## src/rtl/jtag_pkg.sv

```systemverilog
// Shared definitions for the JTAG data-register bank.
// Instruction-select indices, the select-bus width and the decoded-select payload.
package jtag_pkg;

  localparam int unsigned INSTR_W = 9;

  localparam int unsigned SEL_BYPASS   = 0;
  localparam int unsigned SEL_SAMPLE   = 1;
  localparam int unsigned SEL_EXTEST   = 2;
  localparam int unsigned SEL_INTEST   = 3;
  localparam int unsigned SEL_RUNBIST  = 4;
  localparam int unsigned SEL_CLAMP    = 5;
  localparam int unsigned SEL_IDCODE   = 6;
  localparam int unsigned SEL_USERCODE = 7;
  localparam int unsigned SEL_HIGHZ    = 8;

  typedef struct packed {
    logic bypass;
    logic idcode;
    logic usercode;
    logic bsr;
    logic pins_latched;
    logic highz;
    logic intest;
  } dr_sel_t;

  // True when exactly one select bit is set.
  function automatic logic is_onehot(input logic [INSTR_W-1:0] v);
    return (v != '0) && ((v & (v - INSTR_W'(1))) == '0);
  endfunction

endpackage

```

## src/rtl/jtag_bsr_cell.sv

```systemverilog
// One boundary-scan cell: capture/shift flop plus its update latch.
module jtag_bsr_cell (
  input  logic clk,
  input  logic rst,
  input  logic capture_en,
  input  logic shift_en,
  input  logic update_en,
  input  logic cap_d,
  input  logic shift_d,
  output logic sh_q,
  output logic upd_q
);

  always_ff @(posedge clk or posedge rst) begin
    if (rst)             sh_q <= 1'b0;
    else if (capture_en) sh_q <= cap_d;
    else if (shift_en)   sh_q <= shift_d;
  end

  always_ff @(posedge clk or posedge rst) begin
    if (rst)            upd_q <= 1'b0;
    else if (update_en) upd_q <= sh_q;
  end

endmodule

```

## src/rtl/jtag_dr_bank.sv

```systemverilog
// JTAG data-register bank: BYPASS, IDCODE, USERCODE and boundary scan,
// DR selection from a one-hot instruction bus, negedge TDO and pin muxing.
module jtag_dr_bank
  import jtag_pkg::*;
#(
  parameter int unsigned     N_IO       = 4,
  parameter int unsigned     ID_W       = 32,
  parameter logic [ID_W-1:0] ID_VALUE   = ID_W'(32'h0A1),
  parameter int unsigned     USER_W     = 8,
  parameter logic [USER_W-1:0] USER_RESET = USER_W'(8'h99)
) (
  input  logic               TCK,
  input  logic               TRST,
  input  logic               TDI,
  input  logic               CAPTUREDR,
  input  logic               SHIFTDR,
  input  logic               UPDATEDR,
  input  logic [INSTR_W-1:0] INSTR_SEL,
  input  logic [N_IO-1:0]    CORE_OUT,
  input  logic               CORE_OE,
  input  logic [N_IO-1:0]    IO_IN,
  output logic [N_IO-1:0]    IO_OUT,
  output logic               IO_OE,
  output logic [N_IO-1:0]    CORE_IN,
  output logic [USER_W-1:0]  USER_REG,
  output logic               TDO
);

  localparam int unsigned BSR_W   = 2 * N_IO + 1;
  localparam int unsigned OUT_LSB = N_IO;
  localparam int unsigned OE_BIT  = 2 * N_IO;

  dr_sel_t           sel;
  logic              sel_ok;
  logic              cap_en, sh_en, upd_en;
  logic              bypass_q;
  logic [ID_W-1:0]   id_sh;
  logic [USER_W-1:0] user_sh;
  logic [BSR_W-1:0]  bsr_cap, bsr_next, bsr_sh, bsr_upd;
  logic              tdo_src;

  // Zero or multiple select bits fall back to BYPASS and functional pins.
  always_comb begin
    sel              = '0;
    sel_ok           = is_onehot(INSTR_SEL);
    sel.idcode       = sel_ok & INSTR_SEL[SEL_IDCODE];
    sel.usercode     = sel_ok & INSTR_SEL[SEL_USERCODE];
    sel.bsr          = sel_ok & (INSTR_SEL[SEL_SAMPLE] | INSTR_SEL[SEL_EXTEST] |
                                 INSTR_SEL[SEL_INTEST]);
    sel.pins_latched = sel_ok & (INSTR_SEL[SEL_EXTEST] | INSTR_SEL[SEL_CLAMP]);
    sel.highz        = sel_ok & INSTR_SEL[SEL_HIGHZ];
    sel.intest       = sel_ok & INSTR_SEL[SEL_INTEST];
    sel.bypass       = ~(sel.idcode | sel.usercode | sel.bsr);
  end

  // Capture wins over shift, shift over update.
  assign cap_en = CAPTUREDR;
  assign sh_en  = SHIFTDR & ~CAPTUREDR;
  assign upd_en = UPDATEDR & ~CAPTUREDR & ~SHIFTDR;

  always_ff @(posedge TCK or posedge TRST) begin
    if (TRST)                       bypass_q <= 1'b0;
    else if (cap_en)                bypass_q <= 1'b0;
    else if (sh_en && sel.bypass)   bypass_q <= TDI;
  end

  always_ff @(posedge TCK or posedge TRST) begin
    if (TRST)                       id_sh <= '0;
    else if (cap_en)                id_sh <= {ID_VALUE[ID_W-1:1], 1'b1};
    else if (sh_en && sel.idcode)   id_sh <= {TDI, id_sh[ID_W-1:1]};
  end

  always_ff @(posedge TCK or posedge TRST) begin
    if (TRST)                       user_sh <= '0;
    else if (cap_en)                user_sh <= USER_REG;
    else if (sh_en && sel.usercode) user_sh <= {TDI, user_sh[USER_W-1:1]};
  end

  always_ff @(posedge TCK or posedge TRST) begin
    if (TRST)                       USER_REG <= USER_RESET;
    else if (upd_en && sel.usercode) USER_REG <= user_sh;
  end

  // Cell order from LSB: input cells, output cells, then the OE cell.
  assign bsr_cap  = {IO_OE, IO_OUT, IO_IN};
  assign bsr_next = {TDI, bsr_sh[BSR_W-1:1]};

  for (genvar i = 0; i < BSR_W; i++) begin : g_bsr
    jtag_bsr_cell u_cell (
      .clk        (TCK),
      .rst        (TRST),
      .capture_en (cap_en),
      .shift_en   (sh_en & sel.bsr),
      .update_en  (upd_en & sel.bsr),
      .cap_d      (bsr_cap[i]),
      .shift_d    (bsr_next[i]),
      .sh_q       (bsr_sh[i]),
      .upd_q      (bsr_upd[i])
    );
  end

  always_comb begin
    IO_OUT  = CORE_OUT;
    IO_OE   = CORE_OE;
    CORE_IN = IO_IN;
    if (sel.pins_latched) begin
      IO_OUT = bsr_upd[OUT_LSB +: N_IO];
      IO_OE  = bsr_upd[OE_BIT];
    end else if (sel.highz) begin
      IO_OUT = bsr_upd[OUT_LSB +: N_IO];
      IO_OE  = 1'b0;
    end
    if (sel.intest) CORE_IN = bsr_upd[N_IO-1:0];
  end

  always_comb begin
    tdo_src = bypass_q;
    if (sel.idcode)        tdo_src = id_sh[0];
    else if (sel.usercode) tdo_src = user_sh[0];
    else if (sel.bsr)      tdo_src = bsr_sh[0];
  end

  // TDO only carries data while the TAP sits in Shift-DR.
  always_ff @(negedge TCK or posedge TRST) begin
    if (TRST) TDO <= 1'b0;
    else      TDO <= SHIFTDR & tdo_src;
  end

endmodule
```

## config.mk

```make
export PLATFORM = sky130hd
export DESIGN_NAME = jtag_dr_bank
export DESIGN_NICKNAME = d
export VERILOG_FILES = /design/src/rtl/jtag_pkg.sv /design/src/rtl/jtag_bsr_cell.sv /design/src/rtl/jtag_dr_bank.sv
export SDC_FILE = /design/constraint.sdc
export NUM_CORES = 1
export LEC_CHECK = 0
export CAP_MARGIN = 20
export CORE_AREA = 2 2 68 119
export DETAILED_ROUTE_END_ITERATION = 8
export DIE_AREA = 0 0 70 121
export SYNTH_ARGS = -nofsm -noshare
export SYNTH_HDL_FRONTEND = slang
export SYNTH_HIERARCHICAL = 1
export SYNTH_SLANG_ARGS = --single-unit
```

## constraint.sdc

```tcl
create_clock -name TCK -period 2.6 [get_ports TCK]
set_input_delay 0.26 -clock TCK [delete_from_list [all_inputs] [get_ports TCK]]
set_output_delay 0.26 -clock TCK [all_outputs]
set_load 0.01 [all_outputs]
```

---- After elaboration in Yosys (flattened, before gate mapping) ----
Cells that the tools add are included.
word-level totals
  register bits ........................... 68
  bits in latches ......................... 0
  RAM bits ................................ 0
  bits in read-only memories .............. 0
  bits of input ports ..................... 24
  output and inout port bits .............. 18
  logic and storage cells ................. 88
  memories kept ........................... 0
cells by class
  add/sub/neg operators ................... 1
  multipliers ............................. 0
  div/mod/pow operators ................... 0
  order comparisons ....................... 0
  equal/unequal tests ..................... 0
  shift operators ......................... 0
  mux-type cells .......................... 32
  bitwise gates (word level) .............. 21
  reductions and logical operators ........ 11
operator list
  operator                                                             count
  32-bit two-way mux                                                   2
  1-bit two-way mux                                                    25
  8-bit two-way mux                                                    2
  1-bit bitwise AND                                                    12
  4-bit two-way mux                                                    3
  9-bit bitwise AND                                                    1
  9-bit logical NOT                                                    1
  9-bit nonzero test                                                   1
  9-bit by 1-bit subtractor with 9-bit output (second input constant)  1
  2-bit nonzero test                                                   4
  1-bit logical AND                                                    5
  1-bit OR                                                             5
  1-bit NOT                                                            3

---- Longest topological paths before layout ----
  depth in word-level cells ............... 11
  gate-level depth with buffers ........... 9
  gate-level depth less buffers ........... 8

---- By module ----
The synthesis kept the hierarchy.
by module, submodules not included
  module         instances  cells each  area each (um^2)  sequential area each (um^2)
  jtag_dr_bank   1          209         2,462.4           1,256.2
  jtag_bsr_cell  9          7           87.6              50.0

==> flow_metrics.env <==
export IMPL_drtPass1Iterations=4
export IMPL_n_fill_cell=656
export IMPL_grt_pass1_wl_mm=11.26
export IMPL_grt_max_degree=50
export IMPL_ctsHoldBuffers=0
export IMPL_syn_cell_area_mm2=0.003251
export IMPL_cp_slowest_stage_delay_ns=0.41
export IMPL_async_flop_share=1.000
export IMPL_wl_per_cell_um=15.07
export IMPL_critPathTopFamily="flip-flops"
export IMPL_antenna_found_initial=0
export IMPL_worst_path_buf_inv=1
export IMPL_clock_latency_ns=0.33
export IMPL_die_h_um=121
export IMPL_grt_remaining_overflow=0
export IMPL_grt_usage=0.1702
export IMPL_yosysWarnings=6
export IMPL_crit_chain="dlygate4sd2_1"
export IMPL_core_area_mm2=0.007462
export IMPL_cts_buffers_inserted=9
export IMPL_cts_tree="done"
export IMPL_placed_cells=422
export IMPL_syn_inst=272
export IMPL_htreeDepth=3
export IMPL_cp_required_ns=2.34
export IMPL_worst_slew_pin_slew_ns=0.6216
export IMPL_clock_skew_ns=0.01491
export IMPL_dieWidth_um=70
export IMPL_stdcell_count=443
export IMPL_status="finished, final reports clean"
export IMPL_final_antenna_net_count=0
export IMPL_crit_type="flop to output port"
export IMPL_ir_drop_uv=456.5
export IMPL_drt_iter0_markers=105
export IMPL_clock_sinks=68
export IMPL_worstHoldPathType="input port to async pin"
export IMPL_worst_path_stages=1
export IMPL_syn2layout_area_growth_pct=32.76
export IMPL_grt_setup_unrepaired="true"
export IMPL_route_detailed_drc=0
export IMPL_regArea_mm2=0.001707
export IMPL_synth_main_ff_cell="dfrtp_1"
export IMPL_gp_congestion=0.8090
export IMPL_multiInputGateArea_mm2=0.001481
export IMPL_max_slew_margin=0.5856
export IMPL_arrival_ns=2.31
export IMPL_grt_pass1_vias=2370
export IMPL_post_dp_cell_area_mm2=0.003990
export IMPL_routed_wirelength_mm=6.676
export IMPL_rows=42
export IMPL_start_util=0.4356
export IMPL_n_antenna_cell=0
export IMPL_die_area_mm2=0.008470
export IMPL_synth_top_area_frac=0.4850
export IMPL_startpoint_type="flop"
export IMPL_tns_ns=0
export IMPL_synth_seq_area_share=0.5250
export IMPL_synth_seq_cells=68
export IMPL_syn_avg_cell_area_um2=11.95
export IMPL_via_count=2271
export IMPL_port_buffers=41
export IMPL_finalHoldViolations=0
export IMPL_ys_top_cells_by_area="dfrtp_1 48%, mux2i_1 15%, mux2_2 5.9%, mux2_4 4.2%, nor2_1 3.8%"
export IMPL_fin_area_mm2=0.004315
export IMPL_io_pins=42
export IMPL_clock_tree_buffer_depth=2
export IMPL_root_buffer="clkbuf_16"
export IMPL_cellLeakagePower_nw=1.931
export IMPL_synth_distinct_cells=38
export IMPL_synth_top_area_cell="dfrtp_1"
export IMPL_synth_edf_count=0
export IMPL_syn_nets=296
export IMPL_end_kind="output port"
export IMPL_cp_max_fo=1
export IMPL_clk_pin_slew_ns=0.06
export IMPL_nets=374
export IMPL_drv_slew=0
export IMPL_synth_common_cells="63 x dfrtp_1, 49 x mux2i_1, 33 x nor2_1, 18 x nand2_1, 17 x mux2_2"
export IMPL_reg2reg_depth=5
export IMPL_drive_above_1_share=0.3268
export IMPL_drv_cap=0
export IMPL_setup_viol=0
export IMPL_cp_slowest_cell="dfrtn_1"
export IMPL_dp_hpwl_mm=4.658
export IMPL_power_density_mw_per_mm2=561.2
export IMPL_synth_most_common_cell="dfrtp_1"
export IMPL_post_drt_via_cell_ratio=5.126
[sequential cells by signal (all words and copies together), names as in the netlist]
| register | count |
|---|---|
| g_bsr.u_cell/sh_q | 9 |
| bypass_q | 1 |
| g_bsr.u_cell/upd_q | 9 |
| TDO | 1 |
| id_sh | 32 |
| USER_REG | 8 |
| user_sh | 8 |
[report_power, final]
part           switching [mW]  internal [mW]  leakage (nW)
Combinational           0.103         0.0992         0.887
Sequential             0.0155           1.08         0.902
Clock                   0.430          0.693         0.142
Total                   0.548           1.87          1.93
[through the flow]
stage          setup slack [ns]  hold slack, ns    util  power (mW)
2_1_floorplan           -0.2893        0.001185       -       1.210
3_3_place_gp            -0.7352          0.4722  0.5347       1.319
3_5_place_dp            -0.7675          0.4810  0.5347       1.321
4_1_cts                0.008653          0.3630  0.5731       2.449
5_1_grt                0.001904          0.3920  0.5783       2.521
6_report                0.02607          0.3728  0.5783       2.422
[logic make-up (layout without fill, tap and decap cells)]
logic type / count (synthesis) / after routing / share of synthesized area
AND/OR/NAND/NOR: 70 / 70 / 0.1166
flip-flops: 68 / 68 / 0.5250
buffers and inverters: 25 / 108 / 0.03426
adder cells (fa/ha/maj): 1 / 1 / 0.003079
AO/OA/AOI/OAI: 33 / 33 / 0.06967
multiplexers: 75 / 75 / 0.2513
[area by class of cell]
type,count,share of cell area
Multi-Input combinational cell,179,0.3433
Clock buffer,12,0.05944
Clock inverter,4,0.005509
Sequential cell,68,0.3955
Tap cell,88,0.02551
Timing Repair Buffer,78,0.1577
Inverter,14,0.01305
[final timing paths]
| check | start | end | slack, ns |
|---|---|---|---|
| max | TDO$_DFF_NP0_ | TDO | 0.03 |
| max in group asynchronous | TRST | TDO$_DFF_NP0_ | 1.10 |
| min in group TCK | CAPTUREDR | id_sh[18]$_DFFE_PP0P_ | 0.37 |
| max reg2reg | g_bsr[0].u_cell/sh_q$_DFFE_PP0P_ | TDO$_DFF_NP0_ | 0.11 |
| min reg2reg | id_sh[6]$_DFFE_PP0P_ | id_sh[5]$_DFFE_PP0P_ | 0.49 |
| min | TRST | g_bsr[2].u_cell/upd_q$_DFFE_PP0P_ | 0.37 |
[timing repair]
item / 4_1_cts / 5_1_grt
cloned: 0 / 0
endpoints found under the setup margin: 11 / 1
pin swaps: 5 / 5
resized for setup: 57 / 16
buffers inserted: 3 / 2
[metal layers]
metal,share of wire,routed length (µm),global-route usage
met5,0,0,0
met4,0.022,150,0.08293
met3,0.037,250,0.03987
met2,0.53,3546,0.2917
met1,0.41,2729,0.1981
[cells in the final DEF, fill, tap and decap left out, types with 4 or more instances in the layout]
cell and count:
nor2_1 33, clkdlybuf4s50_1 21, inv_1 13, buf_6 4, o21ai_0 10, dfstp_2 4
dlygate4sd2_1 4, buf_2 7, o21ai_1 9, mux2i_1 49, nand2_1 18, clkbuf_16 9
mux2_2 17, dfrtp_1 63, buf_4 33, mux2_4 9, nor2b_1 4
Note: power is estimated with default switching activity, not from simulation.
==> variant, RTL diff (same flow settings) <==
The parameter `ID_W` goes from 32 to 64.
--- a/src/rtl/jtag_dr_bank.sv
+++ b/src/rtl/jtag_dr_bank.sv
@@ -6,3 +6,3 @@
   parameter int unsigned     N_IO       = 4,
-  parameter int unsigned     ID_W       = 32,
+  parameter int unsigned     ID_W       = 64,
   parameter logic [ID_W-1:0] ID_VALUE   = ID_W'(32'h0A1),
Check against the original RTL: not checked (the comparison handles one clock edge and no latches or derived clocks); the edit may change what the design does.
==> variant against the original RTL <==
The flow now finishes with violations (setup timing). Routed wire length up 38%. Sequential cell count up 32. First-iteration DRC count up 18%. Sequential share of layout area up 4.8 points. Clock skew down 4.4 ps. Area after synthesis up 43%. Cell count up 36%. Final area up 31%. Utilization up 18 points. Power up 25%. Critical path depth up 7. Setup slack worse by 100 ps.
==> variant: results (changes against the original RTL) <==
status=finished, violations left (was complete, no violations); failing checks=setup timing; vias post-DR=3291 (was 2271); switch share=22.6% (about the same); area post-placement=5330 um2 (was 3990 um2); antenna cells=0 (unchanged); post-synth cell types=41 (was 38); final net count=534 (was 374); Avg WL per Cell=15.3 um (was 15.1 um); share of post-route cells with drive strength above 1=20.6% (was 32.7%); maximum VDD drop=504 uV (was 457 uV); DR iter-0 viols=124 (was 105); gr usage total=23.6% (was 17.0%); syn_nets=476 (was 296); Top Registers=id_sh: 64 flops, g_bsr.u_cell/sh_q: 9 flops, g_bsr.u_cell/upd_q: 9 flops (was id_sh: 32 flops, g_bsr.u_cell/sh_q: 9 flops, g_bsr.u_cell/upd_q: 9 flops); CP arrival=1560 ps (was 2310 ps); CP Max Fanout=3 (was 1); synth top area cells=dfrtp_1 (51%), nand2b_1 (8.9%), o21ai_0 (7.4%), nand2_1 (6.6%), mux2_4 (5.5%) (was dfrtp_1 (48%), mux2i_1 (15%), mux2_2 (5.9%), mux2_4 (4.2%), nor2_1 (3.8%)); first-pass GRT wire length=15800 um (was 11300 um); register area share after synthesis=54.1% (was 52.5%); Clock Skew=10.5 ps (was 14.9 ps); Worst Slack Setup Final=-75.8 ps (was 26.1 ps); final number of setup-violating endpoints=1 (was 0); worst slack, placed=-840 ps (was -768 ps); Worst Max-Slew Pin Slew=818 ps (was 622 ps); synth cell count leaders=dfrtp_1 (95), nand2_1 (82), o21ai_0 (69), nand2b_1 (66), mux2i_1 (18) (was dfrtp_1 (63), mux2i_1 (49), nor2_1 (33), nand2_1 (18), mux2_2 (17)); DRT Pass-1 Iters=6 (was 4); HPWL after DPL=6050 um (was 4660 um); GPL Wtd Cong=0.827 (was 0.809); pin count of the biggest net entering global routing=101 (was 50); FILL cells=541 (was 656); P_leak=2.51 nW (was 1.93 nW)
==> variant: cell count changes in the layout (fill, tap and decap cells not counted), sizes merged, moves of 5 or more <==
cell         delta
nor2           -27
nand2          +64
o21ai          +57
mux2i          -31
dfrtp          +32
buf            -12
nand2b         +63
dlygate4sd2     +5
==> variant: logic make-up (layout without fill, tap and decap cells) <==
kind of cell | count (synthesis) | in the layout | share of synthesized area, %
and+or+nand+nor | 181 | 181 | 20.1
DFF | 100 | 100 | 54.1
AOI/OAI and AO/OA | 94 | 94 | 11.3
muxes | 43 | 43 | 11.3
buffers and inverters | 33 | 96 | 2.97
adders and majority gates | 1 | 1 | 0.216
==> variant: cell type report <==
class,instances,area (um2),share of cell area [%]
clock buffers,9,225,3.98
repair buffers,70,682,12.1
inverters,10,41.3,0.731
flip-flops and latches,100,2510,44.4
multi-input cells,319,2040,36.2
clock inverters,7,41.3,0.731
well taps,88,110,1.95
==> variant: worst max-delay path by stage <==
stage / from / endpoint / slack (ps) / depth (start not counted)
4_1_cts: INSTR_SEL[4] / TDO$_DFF_NP0_ / -70 / 7
6_report: INSTR_SEL[4] / TDO$_DFF_NP0_ / -80 / 8
5_1_grt: INSTR_SEL[3] / TDO$_DFF_NP0_ / -110 / 7
3_5_place_dp: INSTR_SEL[2] / TDO$_DFF_NP0_ / -840 / 7
2_1_floorplan: INSTR_SEL[4] / TDO$_DFF_NP0_ / -300 / 6
3_3_place_gp: INSTR_SEL[5] / TDO$_DFF_NP0_ / -790 / 6
==> variant: what timing repair did <==
| action | 4_1_cts | 5_1_grt |
|---|---|---|
| gates cloned | 0 | 0 |
| pin swaps | 7 | 5 |
| setup endpoints to repair | 11 | 3 |
| setup buffers | 2 | 1 |
| resized for setup | 52 | 3 |
==> variant: worst max-delay path, cell delays in order <==
cell,delay [ps]
buf_8,100
buf_4,120
maj3_1,370
nor3_2,110
or3_1,170
o21a_2,160
a21boi_1,60
o221a_2,220
==> variant: power by group through the flow <==
stage	registers [mW]	clock network, mW	logic, mW
after floorplan	1.62	0	0.118
after global routing	1.59	1.30	0.255
final	1.59	1.19	0.231
after global placement	1.62	0	0.226
after detailed placement	1.62	0	0.229
after CTS	1.59	1.23	0.226
==> variant: routing by layer <==
metal,GRT usage (%),part of all wire [%],up-vias
li1,-,-,1621
met1,30.5,44,1622
met2,39.5,52,44
met3,4.98,3.0,4
met4,7.81,0.74,0
met5,0,0,-
==> variant: metrics by stage <==
stage	utilization [%]	hold WS [ps]	setup TNS, ps	cells
after floorplan	-	1.18	-298	452
after global placement	71.4	463	-5340	583
after detailed placement	71.4	469	-6620	583
after CTS	75.1	402	-73.5	601
after global routing	75.7	409	-110	603
final	75.7	390	-75.8	603
